[src/rtl/mac8_acc_commit.sv]
// mac8_acc_commit
//   Commit buffer that sits behind the mac8 SIMD MAC unit. The MAC unit
//   produces speculative next-accumulator values tagged with a transaction
//   id. They queue here in order until the commit port retires them into
//   the architectural accumulator. A flush throws away everything that has
//   not retired. Values pass through unmodified. No arithmetic is done.
//
// Parameters
//   DEPTH          number of speculative entries (power of two, 2..16)
//   TRANS_ID_BITS  width of the transaction tag
//
// Ports
//   clk_i              clock, all state updates on the rising edge
//   rst_ni             asynchronous active-low reset
//   spec_valid_i       speculative result valid (push request)
//   spec_acc_i         speculative accumulator value
//   spec_trans_id_i    tag of the speculative result
//   spec_ready_o       a push can be accepted this cycle
//   commit_i           retire the oldest entry
//   commit_trans_id_i  tag the commit port expects at the head
//   flush_i            discard all speculative entries
//   spec_acc_o         youngest speculative value, or arch_acc_o when empty
//   arch_acc_o         committed accumulator
//   count_o            number of valid entries
//   mismatch_o         one-cycle pulse: committed tag differed from head tag
//   commit_err_o       one-cycle pulse: commit arrived while empty
module mac8_acc_commit #(
  parameter int DEPTH         = 4,
  parameter int TRANS_ID_BITS = 3
) (
  input  logic                     clk_i,
  input  logic                     rst_ni,
  input  logic                     spec_valid_i,
  input  logic [31:0]              spec_acc_i,
  input  logic [TRANS_ID_BITS-1:0] spec_trans_id_i,
  output logic                     spec_ready_o,
  input  logic                     commit_i,
  input  logic [TRANS_ID_BITS-1:0] commit_trans_id_i,
  input  logic                     flush_i,
  output logic [31:0]              spec_acc_o,
  output logic [31:0]              arch_acc_o,
  output logic [$clog2(DEPTH):0]   count_o,
  output logic                     mismatch_o,
  output logic                     commit_err_o
);

  localparam int PTR_W = $clog2(DEPTH);
  localparam int CNT_W = PTR_W + 1;
  localparam logic [CNT_W-1:0] FULL_CNT = CNT_W'(DEPTH);

  // Entry storage: accumulator value and tag, indexed by the pointers.
  logic [31:0]              acc_mem [DEPTH];
  logic [TRANS_ID_BITS-1:0] id_mem  [DEPTH];

  logic [PTR_W-1:0] wr_ptr;
  logic [PTR_W-1:0] rd_ptr;
  logic [CNT_W-1:0] count;
  logic [31:0]      arch_acc;
  logic             mismatch;
  logic             commit_err;

  logic             empty;
  logic             push;
  logic             pop;
  logic [PTR_W-1:0] youngest_ptr;

  assign empty = (count == '0);

  // Ready depends only on the registered count. A commit in the same cycle
  // does not open a slot for the push, so nothing combinational runs from
  // commit_i to spec_ready_o.
  assign spec_ready_o = (count < FULL_CNT);

  assign push = spec_valid_i && spec_ready_o && !flush_i;
  assign pop  = commit_i && !empty;

  // The pointers wrap naturally because DEPTH is a power of two.
  assign youngest_ptr = wr_ptr - 1'b1;

  // NOTE: always_comb gives every output a default first, so no path leaves
  // it unassigned and no latch is inferred.
  always_comb begin
    spec_acc_o = arch_acc;
    if (!empty) spec_acc_o = acc_mem[youngest_ptr];
  end

  assign arch_acc_o   = arch_acc;
  assign count_o      = count;
  assign mismatch_o   = mismatch;
  assign commit_err_o = commit_err;

  // NOTE: the entry storage has no reset. An entry is only read once count
  // shows it is valid, so its contents before the first push do not matter,
  // and leaving reset off lets the array map onto plain registers or RAM.
  always_ff @(posedge clk_i) begin
    if (push) begin
      acc_mem[wr_ptr] <= spec_acc_i;
      id_mem[wr_ptr]  <= spec_trans_id_i;
    end
  end

  // NOTE: sequential state uses non-blocking assignments only. That way every
  // right-hand side sees the value from before the clock edge, whatever the
  // order of the statements.
  always_ff @(posedge clk_i or negedge rst_ni) begin
    if (!rst_ni) begin
      wr_ptr     <= '0;
      rd_ptr     <= '0;
      count      <= '0;
      arch_acc   <= '0;
      mismatch   <= 1'b0;
      commit_err <= 1'b0;
    end else begin
      mismatch   <= pop && (commit_trans_id_i != id_mem[rd_ptr]);
      commit_err <= commit_i && empty;

      // The commit retires before any flush, so a flush never hides a pop.
      if (pop) arch_acc <= acc_mem[rd_ptr];

      if (flush_i) begin
        wr_ptr <= '0;
        rd_ptr <= '0;
        count  <= '0;
      end else begin
        if (push) wr_ptr <= wr_ptr + 1'b1;
        if (pop)  rd_ptr <= rd_ptr + 1'b1;
        unique case ({push, pop})
          2'b10:   count <= count + 1'b1;
          2'b01:   count <= count - 1'b1;
          default: count <= count;
        endcase
      end
    end
  end

endmodule
[config.mk]
export PLATFORM = sky130hd
export DESIGN_NAME = mac8_acc_commit
export DESIGN_NICKNAME = d
export VERILOG_FILES = /design/src/rtl/mac8_acc_commit.sv
export SDC_FILE = /design/constraint.sdc
export NUM_CORES = 1
export LEC_CHECK = 0
export BUFFER_PORTS_ARGS = -buffer_cell sky130_fd_sc_hd__buf_2
export CAP_MARGIN = 20
export CORE_ASPECT_RATIO = 1.4
export CORE_MARGIN = 2
export CORE_UTILIZATION = 62
export CTS_CLUSTER_DIAMETER = 120
export DETAILED_ROUTE_END_ITERATION = 8
export PLACE_DENSITY_LB_ADDON = 0.3
export SYNTH_ARGS = -nofsm -noshare
export SYNTH_HDL_FRONTEND = slang
export SYNTH_SLANG_ARGS = --single-unit
[constraint.sdc]
create_clock -name clk_i -period 5.95 [get_ports clk_i]
set_input_delay 0.2975 -clock clk_i [delete_from_list [all_inputs] [get_ports clk_i]]
set_output_delay 0.2975 -clock clk_i [all_outputs]
set_load 0.03 [all_outputs]
Word level (Yosys, flattened, before mapping)
Memories as Yosys holds them, arrays and structs flattened. A register that Yosys moved wholly into a read port is not among the register bits.
Cells that the tools add are included.

storage, ports and cells
  flip-flop bits (word level) = 9
  memory bits (writable) = 140
  input port bits = 43
  output and inout bits = 70
  word-level logic and storage cells = 37
  memories kept = 2

memories
  name     words  width  rd ports  clocked after memory_dff  write ports  line  RTL
  acc_mem  4      32     2         1                         1            52    logic [31:0] acc_mem [DEPTH];
  id_mem   4      3      1         0                         1            53    logic [TRANS_ID_BITS-1:0] id_mem [DEPTH];

cells by class
  add/sub/neg operators = 5
  magnitude comparators = 1
  eq/ne operators = 3
  muxes and demuxes = 9
  reduce and logical (&&, ||, !) cells = 12

operators with widths
  cell                   count
  $mux W32               1
  $mux W2                4
  $pmux W3 S2            1
  $logic_and A1 B1 Y1    5
  $add A2 B1 Y2 const B  2
  $reduce_bool A2 Y1     2
  $add A3 B1 Y3 const B  1
  $logic_not A1 Y1       3
  $logic_not A3 Y1       1
  $lt A3 B3 Y1 const B   1
  $mux W3                1
  $ne A3 B3 Y1           1
  $reduce_bool A3 Y1     1
  $sub A3 B1 Y3 const B  1
  $eq A2 B1 Y1 const B   1
  $eq A2 B2 Y1 const B   1
  $mux W1                2
  $sub A2 B1 Y2 const B  1

Logic depth before layout (Yosys ltp)
Gate-level depths: netlist of the first run.

  depth after elaboration = 6
  mapped depth = 9
  mapped depth without buffers = 8

Least setup slack after synthesis of the first run
Ideal clock, no wire load.

  kind = flip-flop to output port
  start point = register wr_ptr[0]
  end point = output port spec_acc_o[10]
  arrival time = 2.172 ns
  data required time = 5.653 ns
  path slack = 3.480 ns
  stages on the path, launching flop included = 9
  buffers on the path = 4
  cells stage by stage = dfrtp_1 -> buf_6 -> buf_6 -> inv_1 -> ha_1 -> buf_2 -> buf_1 -> mux4_2 -> mux2_2

on the way
  cells in the longest elaborated chain, start to end = 3

ends and longest elaborated chain
  element                   line  RTL
  start: declaration        55    logic [PTR_W-1:0] wr_ptr;
  start signal: assignment  125   if (push) wr_ptr <= wr_ptr + 1'b1;
  $sub A2 B1 Y2             78    assign youngest_ptr = wr_ptr - 1'b1;
  $mem_v2 Z4 W32            --
  $mux W32                  84    if (!empty) spec_acc_o = acc_mem[youngest_ptr];
  end: declaration          40    output logic [31:0] spec_acc_o,

Every way passes these cells.

Worst setup path after layout of the first run
  start point = register wr_ptr[0]
  end point = output port spec_acc_o[16]

Same word-level chain as after synthesis.

==> results of run 1 <==
[sequential cells by signal, indices dropped and copies added (netlist names)]
signal        count
rd_ptr            2
count_o           3
mismatch_o        1
wr_ptr            2
acc_mem         128
arch_acc_o       32
id_mem           12
commit_err_o      1
[per-stage QoR]
step	setup slack, ns	util	instance area, µm²
floorplan	3.48	-	8000
global placement	2.67	0.677	8630
detailed placement	2.61	0.677	8630
CTS	2.14	0.721	9200
global route	2.04	0.721	9200
finish	2.24	0.721	9200
[area by class of cell]
| cell class | count | area [µm²] |
|---|---|---|
| Clock inverter | 13 | 125 |
| Clock buffer | 19 | 433 |
| Sequential cell | 181 | 5230 |
| Antenna cell | 1 | 2.50 |
| Fill cell | 805 | 3550 |
| Tap cell | 153 | 191 |
| Multi-Input combinational cell | 175 | 2590 |
| Inverter | 4 | 15.0 |
| Timing Repair Buffer | 118 | 608 |
[worst min path at each step]
stage / end / slack [ns] / depth (start not counted) / from
2_1_floorplan: arch_acc_o[0] / 0.002 / 0 / rst_ni
3_3_place_gp: arch_acc_o[3] / 0.44 / 2 / rst_ni
3_5_place_dp: arch_acc_o[3] / 0.44 / 2 / rst_ni
4_1_cts: id_mem[0][2] / 0.07 / 1 / spec_trans_id_i[2]
5_1_grt: acc_mem[1][12] / 0.07 / 1 / spec_acc_i[12]
6_report: id_mem[1][1] / 0.08 / 1 / spec_trans_id_i[1]
[placed cells by master, fill, tap and decap left out, types with 3 or more instances in the layout]
cell        count
a21oi_1         3
and2_2          4
buf_2         112
buf_4           5
clkbuf_16      17
clkinvlp_4      4
dfrtp_1        38
dfrtp_2         3
edfxtp_1      140
ha_1            3
inv_1           4
inv_6           3
mux2_2         65
mux4_1          4
mux4_2         63
nand2_1         6
nor2_1          6
xnor2_1         6
[logic make-up (layout without fill, tap and decap cells)]
group	count (synthesis)	count (layout)	synth area share
other	0	1	0
adder cells (fa/ha/maj)	5	5	0.00876
AO/OA/AOI/OAI	7	7	0.00704
flip-flops	181	181	0.654
multiplexers	134	134	0.284
AND/OR/NAND/NOR	22	22	0.0139
XOR/XNOR	7	7	0.00766
buffers and inverters	29	154	0.0244
[power by group]
part,internal [W],switching (W)
Sequential,0.00156,0.000168
Clock,0.000582,0.000475
Combinational,0.000819,0.00117
[repair_timing]
item	in CTS	in global routing
endpoints found under the hold margin	30	0
resized for setup	0	0
hold buffers	1	0
buffers inserted	0	0
[routing by layer]
metal	track usage	part of all wire
met1	0.308	0.39
met2	0.421	0.55
met3	0.0617	0.048
met4	0.0822	0.019
met5	0	0
==> flow_metrics.env, run 1 <==
export IMPL_outcome="finished, final reports clean"
export IMPL_die_y_um=138
export IMPL_crit_type="register to output pin"
export IMPL_hold_violations=0
export IMPL_cts_tree="yes"
export IMPL_drt_iter0_drc=265
export IMPL_maxSlewViolCount=0
export IMPL_path_depth=6
export IMPL_final_nets=545
export IMPL_grt_pass1_wl_um=25100
export IMPL_ys_warn_count=0
export IMPL_numCtsBuffers=17
export IMPL_ant_nets=0
export IMPL_final_setup_skew_ns=0.00889
export IMPL_slew_headroom=0.295
export IMPL_finalCriticalPeriod_ns=3.71
export IMPL_routedWlPerCell_um=24.0
export IMPL_yosysUniqueCellTypes=29
export IMPL_synth_largest_area_cell="edfxtp_1"
export IMPL_max_freq_mhz=270
export IMPL_p_per_area_nw_per_um2=519
export IMPL_area_delta_synth_final_pct=15.0
export IMPL_syn_inst=385
export IMPL_ys_ff_latch=181
export IMPL_endpoint_kind="output pin"
export IMPL_tightest_slew_ns=1.06
export IMPL_cp_buffers_inverters=3
export IMPL_rsz0062_at_grt="false"
export IMPL_min_path_type="input port to register"
export IMPL_hpwl_um=9390
export IMPL_p_total_w=0.00478
export IMPL_rrSetupSlack_ns=3.33
export IMPL_grt_use_total=0.246
export IMPL_crit_path_start_kind="register"
export IMPL_grt_overflow=0
export IMPL_ir_drop_mv=0.291
export IMPL_whs_ns=0.0781
export IMPL_die_w_um=100
export IMPL_critPathCapture="spec_acc_o[16]"
export IMPL_cts_reportedPaths_clkPinSlew_ns=0.07
export IMPL_synthTopCellsByArea="edfxtp_1, mux4_2, dfrtp_1"
export IMPL_drive_gt1_frac=0.559
export IMPL_viasPerCell=6.37
export IMPL_dp_cells=630
export IMPL_vias=4228
export IMPL_synthArstFlopShare=0.227
export IMPL_yosys_top_cells_count="edfxtp_1, mux2_2, mux4_2"
export IMPL_fin_tns_setup_ns=0
export IMPL_htreeDepth=4
export IMPL_drc=0
export IMPL_fin_crit_sh=0.623
export IMPL_worstReg2RegStart="count_o[2]"
export IMPL_syn_mean_instance_area_um2=20.8
export IMPL_cts_buffer_depth=2
export IMPL_grt_max_degree=42
export IMPL_portBuffers=112
export IMPL_cp_required_ns=5.65
export IMPL_critPathArrivalTime_ns=3.41
export IMPL_p_leak_nw=3.29
export IMPL_cp_cell_sequence="buf_4 -> inv_1 -> ha_2 -> mux4_2 -> mux2_2 -> buf_2"
export IMPL_start_util=0.627
export IMPL_final_cells=664
export IMPL_num_rows=49
export IMPL_crit_fanout=36
export IMPL_numClockSinks=181
export IMPL_grt_pass1_vias=4619
export IMPL_drtPass1Iterations=4
export IMPL_r2r_cells=7
export IMPL_clockRootBuffer="clkbuf_16"
export IMPL_cap_viol_max_count=0
export IMPL_rr_endpoint="count_o[2]"
export IMPL_routabilityCongestion=0.761
export IMPL_max_stage_delay_ns=1.00
export IMPL_startpoint="wr_ptr[0]"
export IMPL_yosysSeqAreaShare=0.654
export IMPL_synth_most_common_cell="edfxtp_1"
export IMPL_path_delay_family="adder cells"
export IMPL_synth_edf_count=140
export IMPL_route_final_wire_length_um=15900
export IMPL_core_um2=12800
export IMPL_dieArea_um2=13800
export IMPL_setup_viol=0
export IMPL_antenna_found_initial=1
export IMPL_synth_area_um2=8000
export IMPL_insertion_delay_ns=0.43
export IMPL_syn_num_nets=433
export IMPL_num_io_pins=113
export IMPL_slowest_stage="ha_2"
export IMPL_synth_main_ff_cell="edfxtp_1"
export IMPL_netlist_area_leader_share=0.525
(Power assumes the default switching activity.)
==> run 2: changes to the inputs <==
--- a/config.mk
+++ b/config.mk
@@ -9,7 +9,7 @@
 export CAP_MARGIN = 20
 export CORE_ASPECT_RATIO = 1.4
 export CORE_MARGIN = 2
-export CORE_UTILIZATION = 62
+export CORE_UTILIZATION = 52
 export CTS_CLUSTER_DIAMETER = 120
 export DETAILED_ROUTE_END_ITERATION = 8
 export PLACE_DENSITY_LB_ADDON = 0.3
==> constraint.sdc (replaced) <==
create_clock -name clk_i -period 3 [get_ports clk_i]
set_input_delay 0.15 -clock clk_i [delete_from_list [all_inputs] [get_ports clk_i]]
set_output_delay 0.15 -clock clk_i [all_outputs]
set_load 0.03 [all_outputs]
==> flow_metrics.env, run 2 (same netlist as run 1, synthesis figures left out) <==
export IMPL_cp_required_ns=2.85
export IMPL_vias=4370
export IMPL_maxSlewViolCount=0
export IMPL_cts_tree="yes"
export IMPL_grt_overflow=0
export IMPL_hpwl_um=10000
export IMPL_start_util=0.531
export IMPL_p_per_area_nw_per_um2=1000
export IMPL_die_w_um=109
export IMPL_largest_reg_flops=128
export IMPL_final_cells=748
export IMPL_grt_max_degree=42
export IMPL_numCtsBuffers=17
export IMPL_final_core_util=0.650
export IMPL_max_freq_mhz=363
export IMPL_drive_gt1_frac=0.532
export IMPL_internal_power_w=0.00619
export IMPL_final_common_cell="edfxtp_1"
export IMPL_fill_cells=999
export IMPL_critPathArrivalTime_ns=2.61
export IMPL_num_io_pins=113
export IMPL_ant_nets=0
export IMPL_fin_crit_sh=0.919
export IMPL_regArea_um2=5230
export IMPL_hold_violations=0
export IMPL_antenna_cells=0
export IMPL_grt_pass1_wl_um=26000
export IMPL_slowest_stage="ha_2"
export IMPL_cts_buffer_depth=2
export IMPL_final_nets=591
export IMPL_finalCriticalPeriod_ns=2.76
export IMPL_clockRootBuffer="clkbuf_16"
export IMPL_largest_register="acc_mem"
export IMPL_switching_power_w=0.00362
export IMPL_mostFrequentLayoutCells="edfxtp_1, buf_2, mux2_2, mux4_2, dfrtp_1"
export IMPL_grt_use_total=0.219
export IMPL_multiInputGateArea_um2=2590
export IMPL_outcome="finished, final reports clean"
export IMPL_antenna_found_initial=0
export IMPL_post_cts_setup_buffer_count=0
export IMPL_p_leak_nw=3.54
export IMPL_viasPerCell=5.84
export IMPL_p_seq_frac=0.346
export IMPL_pwr_share_comb=0.416
export IMPL_path_delay_family="adder cells"
export IMPL_drc=0
export IMPL_num_rows=53
export IMPL_portBuffers=112
export IMPL_crit_type="register to output pin"
export IMPL_cp_cell_sequence="inv_1 -> ha_2 -> buf_4 -> mux4_2 -> mux2_2 -> buf_2"
export IMPL_final_setup_skew_ns=0.00947
export IMPL_grt_pass1_vias=4665
export IMPL_htreeDepth=4
export IMPL_cts_reportedPaths_clkPinSlew_ns=0.07
export IMPL_rrSetupSlack_ns=0.70
export IMPL_numClockSinks=181
export IMPL_slew_headroom=0.345
export IMPL_core_um2=15100
export IMPL_route_final_wire_length_um=16700
export IMPL_cap_viol_max_count=0
export IMPL_tightest_slew_ns=0.983
export IMPL_crit_fanout=17
export IMPL_rsz0062_at_grt="false"
export IMPL_fin_tns_setup_ns=0
export IMPL_die_y_um=151
export IMPL_insertion_delay_ns=0.42
export IMPL_max_stage_delay_ns=0.66
export IMPL_routabilityCongestion=0.752
export IMPL_p_sw_frac=0.369
export IMPL_endpoint_kind="output pin"
export IMPL_min_path_type="input port to register"
export IMPL_crit_path_start_kind="register"
export IMPL_ir_drop_mv=0.844
export IMPL_dieArea_um2=16400
export IMPL_routedWlPerCell_um=22.4
export IMPL_drt_iter0_drc=347
export IMPL_area_delta_synth_final_pct=22.3
export IMPL_p_clk_frac=0.238
export IMPL_drtPass1Iterations=5
export IMPL_cp_buffers_inverters=3
export IMPL_dp_cells=678
export IMPL_setup_viol=0
==> run 2: cell count changes in the layout (fill, tap and decap cells not counted) <==
cell           delta
buf_4             +7
inv_8             -1
dlygate4sd3_1    +36
clkinvlp_4        -2
clkbuf_1          -1
diode_2           -1
bufinv_16         +3
clkinv_4          +1
buf_12            +3
==> run 2: cell type report <==
cell class,count,share of cell area
multi-input cells,175,0.265
well taps,192,0.0245
flip-flops and latches,181,0.535
clock inverters,14,0.0202
clock buffers,18,0.0439
inverters,4,0.00153
repair buffers,164,0.110
==> run 2: path summary, 6_finish.rpt <==
path,startpoint,end,cells after the start
max,wr_ptr[1],spec_acc_o[18],6
min,commit_trans_id_i[1],mismatch_o,3
max reg2reg,wr_ptr[0],acc_mem[3][28],4
min reg2reg,arch_acc_o[20],arch_acc_o[20],1
max in group asynchronous,rst_ni,wr_ptr[0],3
min in group asynchronous,rst_ni,mismatch_o,2
==> run 2: per-stage QoR <==
step           hold WS [ns]  power, W  setup slack [ns]  area (µm²)
2_1_floorplan        -0.146   0.00648             0.645        8000
3_3_place_gp          0.361   0.00744             0.710        8770
3_5_place_dp          0.368   0.00752             0.666        8770
4_1_cts              0.0229   0.00990             0.216        9770
5_1_grt              0.0338    0.0103             0.148        9790
6_report             0.0373   0.00981             0.244        9790
==> run 2: metal layers <==
metal / track usage / vias to the layer above / part of all wire
li1: - / 1901 / -
met1: 0.282 / 2293 / 0.40
met2: 0.365 / 154 / 0.53
met3: 0.0515 / 22 / 0.055
met4: 0.0801 / 0 / 0.017
met5: 0 / - / 0
==> run 2: repair_timing <==
action	4_1_cts	5_1_grt
hold endpoints to repair	185	0
resized for setup	0	0
setup endpoints to repair	0	0
hold buffers	37	0
==> run 2: worst min-delay path: cells and delay by family <==
| family | cells | cell delay, ns |
|---|---|---|
| AO/OA/AOI/OAI | 1 | 0.11 |
| XOR/XNOR | 1 | 0.07 |
| buffers and inverters | 1 | 0.08 |
==> run 2: power groups by stage <==
| stage | clock [W] | sequential (W) | combinational, W |
|---|---|---|---|
| detailed placement | 0 | 0.00345 | 0.00407 |
| global route | 0.00247 | 0.00345 | 0.00434 |
| global placement | 0 | 0.00342 | 0.00401 |
| floorplan | 0 | 0.00382 | 0.00266 |
| CTS | 0.00237 | 0.00340 | 0.00413 |
| finish | 0.00234 | 0.00340 | 0.00408 |
==> run 3: changes to the inputs <==
--- a/config.mk
+++ b/config.mk
@@ -12,7 +12,9 @@
 export CORE_UTILIZATION = 52
 export CTS_CLUSTER_DIAMETER = 120
 export DETAILED_ROUTE_END_ITERATION = 8
+export HOLD_SLACK_MARGIN = 0.06
 export PLACE_DENSITY_LB_ADDON = 0.3
+export SETUP_SLACK_MARGIN = 0.4
 export SYNTH_ARGS = -nofsm -noshare
 export SYNTH_HDL_FRONTEND = slang
 export SYNTH_SLANG_ARGS = --single-unit
==> flow_metrics.env, run 3 (same netlist as run 1, synthesis figures left out) <==
export IMPL_p_seq_frac=0.345
export IMPL_mostFrequentLayoutCells="edfxtp_1, buf_2, mux2_2, mux4_2, dlygate4sd3_1"
export IMPL_grt_max_degree=42
export IMPL_p_total_w=0.00985
export IMPL_portBuffers=112
export IMPL_cts_reportedPaths_clkPinSlew_ns=0.07
export IMPL_grt_pass1_vias=4685
export IMPL_start_util=0.531
export IMPL_finalCriticalPeriod_ns=2.43
export IMPL_crit_path_start_kind="register"
export IMPL_die_y_um=151
export IMPL_setup_viol=0
export IMPL_grt_pass1_wl_um=26100
export IMPL_max_freq_mhz=411
export IMPL_grt_use_total=0.220
export IMPL_final_common_cell="edfxtp_1"
export IMPL_p_per_area_nw_per_um2=1000
export IMPL_p_clk_frac=0.237
export IMPL_internal_power_w=0.00623
export IMPL_drtPass1Iterations=4
export IMPL_num_rows=53
export IMPL_drive_gt1_frac=0.530
export IMPL_drc=0
export IMPL_fin_crit_sh=0.810
export IMPL_whs_ns=0.105
export IMPL_cts_buffer_depth=2
export IMPL_die_w_um=109
export IMPL_slew_headroom=0.360
export IMPL_p_leak_nw=3.56
export IMPL_tightest_slew_ns=0.959
export IMPL_outcome="finished, final reports clean"
export IMPL_dieArea_um2=16400
export IMPL_vias=4346
export IMPL_final_nets=595
export IMPL_ant_nets=0
export IMPL_p_sw_frac=0.368
export IMPL_insertion_delay_ns=0.42
export IMPL_clockRootBuffer="clkbuf_16"
export IMPL_crit_type="register to register"
export IMPL_antenna_cells=0
export IMPL_routabilityCongestion=0.752
export IMPL_numClockSinks=181
export IMPL_numCtsBuffers=17
export IMPL_largest_register="acc_mem"
export IMPL_final_setup_skew_ns=0.00862
export IMPL_critPathArrivalTime_ns=2.73
export IMPL_cts_tree="yes"
export IMPL_fin_ws_ns=0.569
export IMPL_fin_tns_setup_ns=0
export IMPL_rsz0062_at_grt="false"
export IMPL_area_delta_synth_final_pct=23.1
export IMPL_routedWlPerCell_um=22.1
export IMPL_switching_power_w=0.00362
export IMPL_cap_viol_max_count=0
export IMPL_viasPerCell=5.78
export IMPL_grt_overflow=0
export IMPL_core_um2=15100
export IMPL_antenna_found_initial=0
export IMPL_ir_drop_mv=0.844
export IMPL_htreeDepth=4
export IMPL_drt_iter0_drc=353
export IMPL_post_place_ws_ns=0.666
export IMPL_pwr_share_comb=0.419
export IMPL_endpoint_kind="register"
export IMPL_num_io_pins=113
export IMPL_cp_required_ns=3.30
export IMPL_hold_violations=0
export IMPL_maxSlewViolCount=0
export IMPL_crit_fanout=15
export IMPL_route_final_wire_length_um=16700
export IMPL_hpwl_um=10000
export IMPL_largest_reg_flops=128
export IMPL_min_path_type="input port to register"
## run 3: cell count changes in the layout (fill, tap and decap cells not counted), sizes merged
cell	before	now
buf	127	128
dlygate4sd3	37	40
## run 3: repair_timing
item                       CTS  global route
gates resized for setup      2             1
hold endpoints to repair   190             0
hold buffers                40             0
setup buffers                0             1
setup endpoints to repair   31            15
pin swaps                    0             1
## run 3: path summary, 6_finish.rpt
kind                           startpoint             end  cells past startpoint  slack (ns)
min in group asynchronous          rst_ni      mismatch_o                      2        0.21
setup reg to reg                rd_ptr[0]      mismatch_o                      5        0.57
setup / recovery                rd_ptr[0]      mismatch_o                      5        0.57
hold reg to reg            arch_acc_o[20]  arch_acc_o[20]                      1        0.52
max in group asynchronous          rst_ni       rd_ptr[0]                      3        2.26
hold / removal               spec_valid_i      count_o[0]                      3        0.11
## run 3: cell type report
type	instances	area, µm²
sequential	181	5240
fill	995	5200
multi-input combinational	175	2600
timing repair buffer	168	1130
clock buffer	18	429
tap	192	240
clock inverter	14	198
inverter	4	15.0
## run 3: stage by stage
stage / instances / utilization / instance area, µm²
after detailed placement: 678 / 0.582 / 8770
after floorplan: 385 / - / 8000
after global routing: 752 / 0.654 / 9850
after CTS: 750 / 0.652 / 9810
final: 752 / 0.654 / 9850
after global placement: 678 / 0.582 / 8770
## run 3: routing by layer
| layer | global-route usage | wire length (µm) | part of all wire | up-vias |
|---|---|---|---|---|
| li1 | - | - | - | 1910 |
| met2 | 0.367 | 8910 | 0.54 | 165 |
| met1 | 0.283 | 6530 | 0.39 | 2249 |
| met4 | 0.0808 | 286 | 0.017 | 0 |
| met5 | 0 | 0 | 0 | - |
| met3 | 0.0515 | 920 | 0.055 | 22 |
## run 3: power groups by stage
stage | Sequential, W | Combinational (W) | Clock, W
after floorplan | 0.00382 | 0.00266 | 0
after global placement | 0.00342 | 0.00401 | 0
after global routing | 0.00345 | 0.00438 | 0.00247
after detailed placement | 0.00345 | 0.00407 | 0
final | 0.00340 | 0.00412 | 0.00233
after CTS | 0.00340 | 0.00415 | 0.00237
## run 3: critical path, cell delays in order (launching register included)
cell and delay [ns]:
dfrtp_4 0.62, buf_4 0.30, mux4_2 0.55, xnor2_1 0.16, a31oi_1 0.09, dlygate4sd3_1 0.58
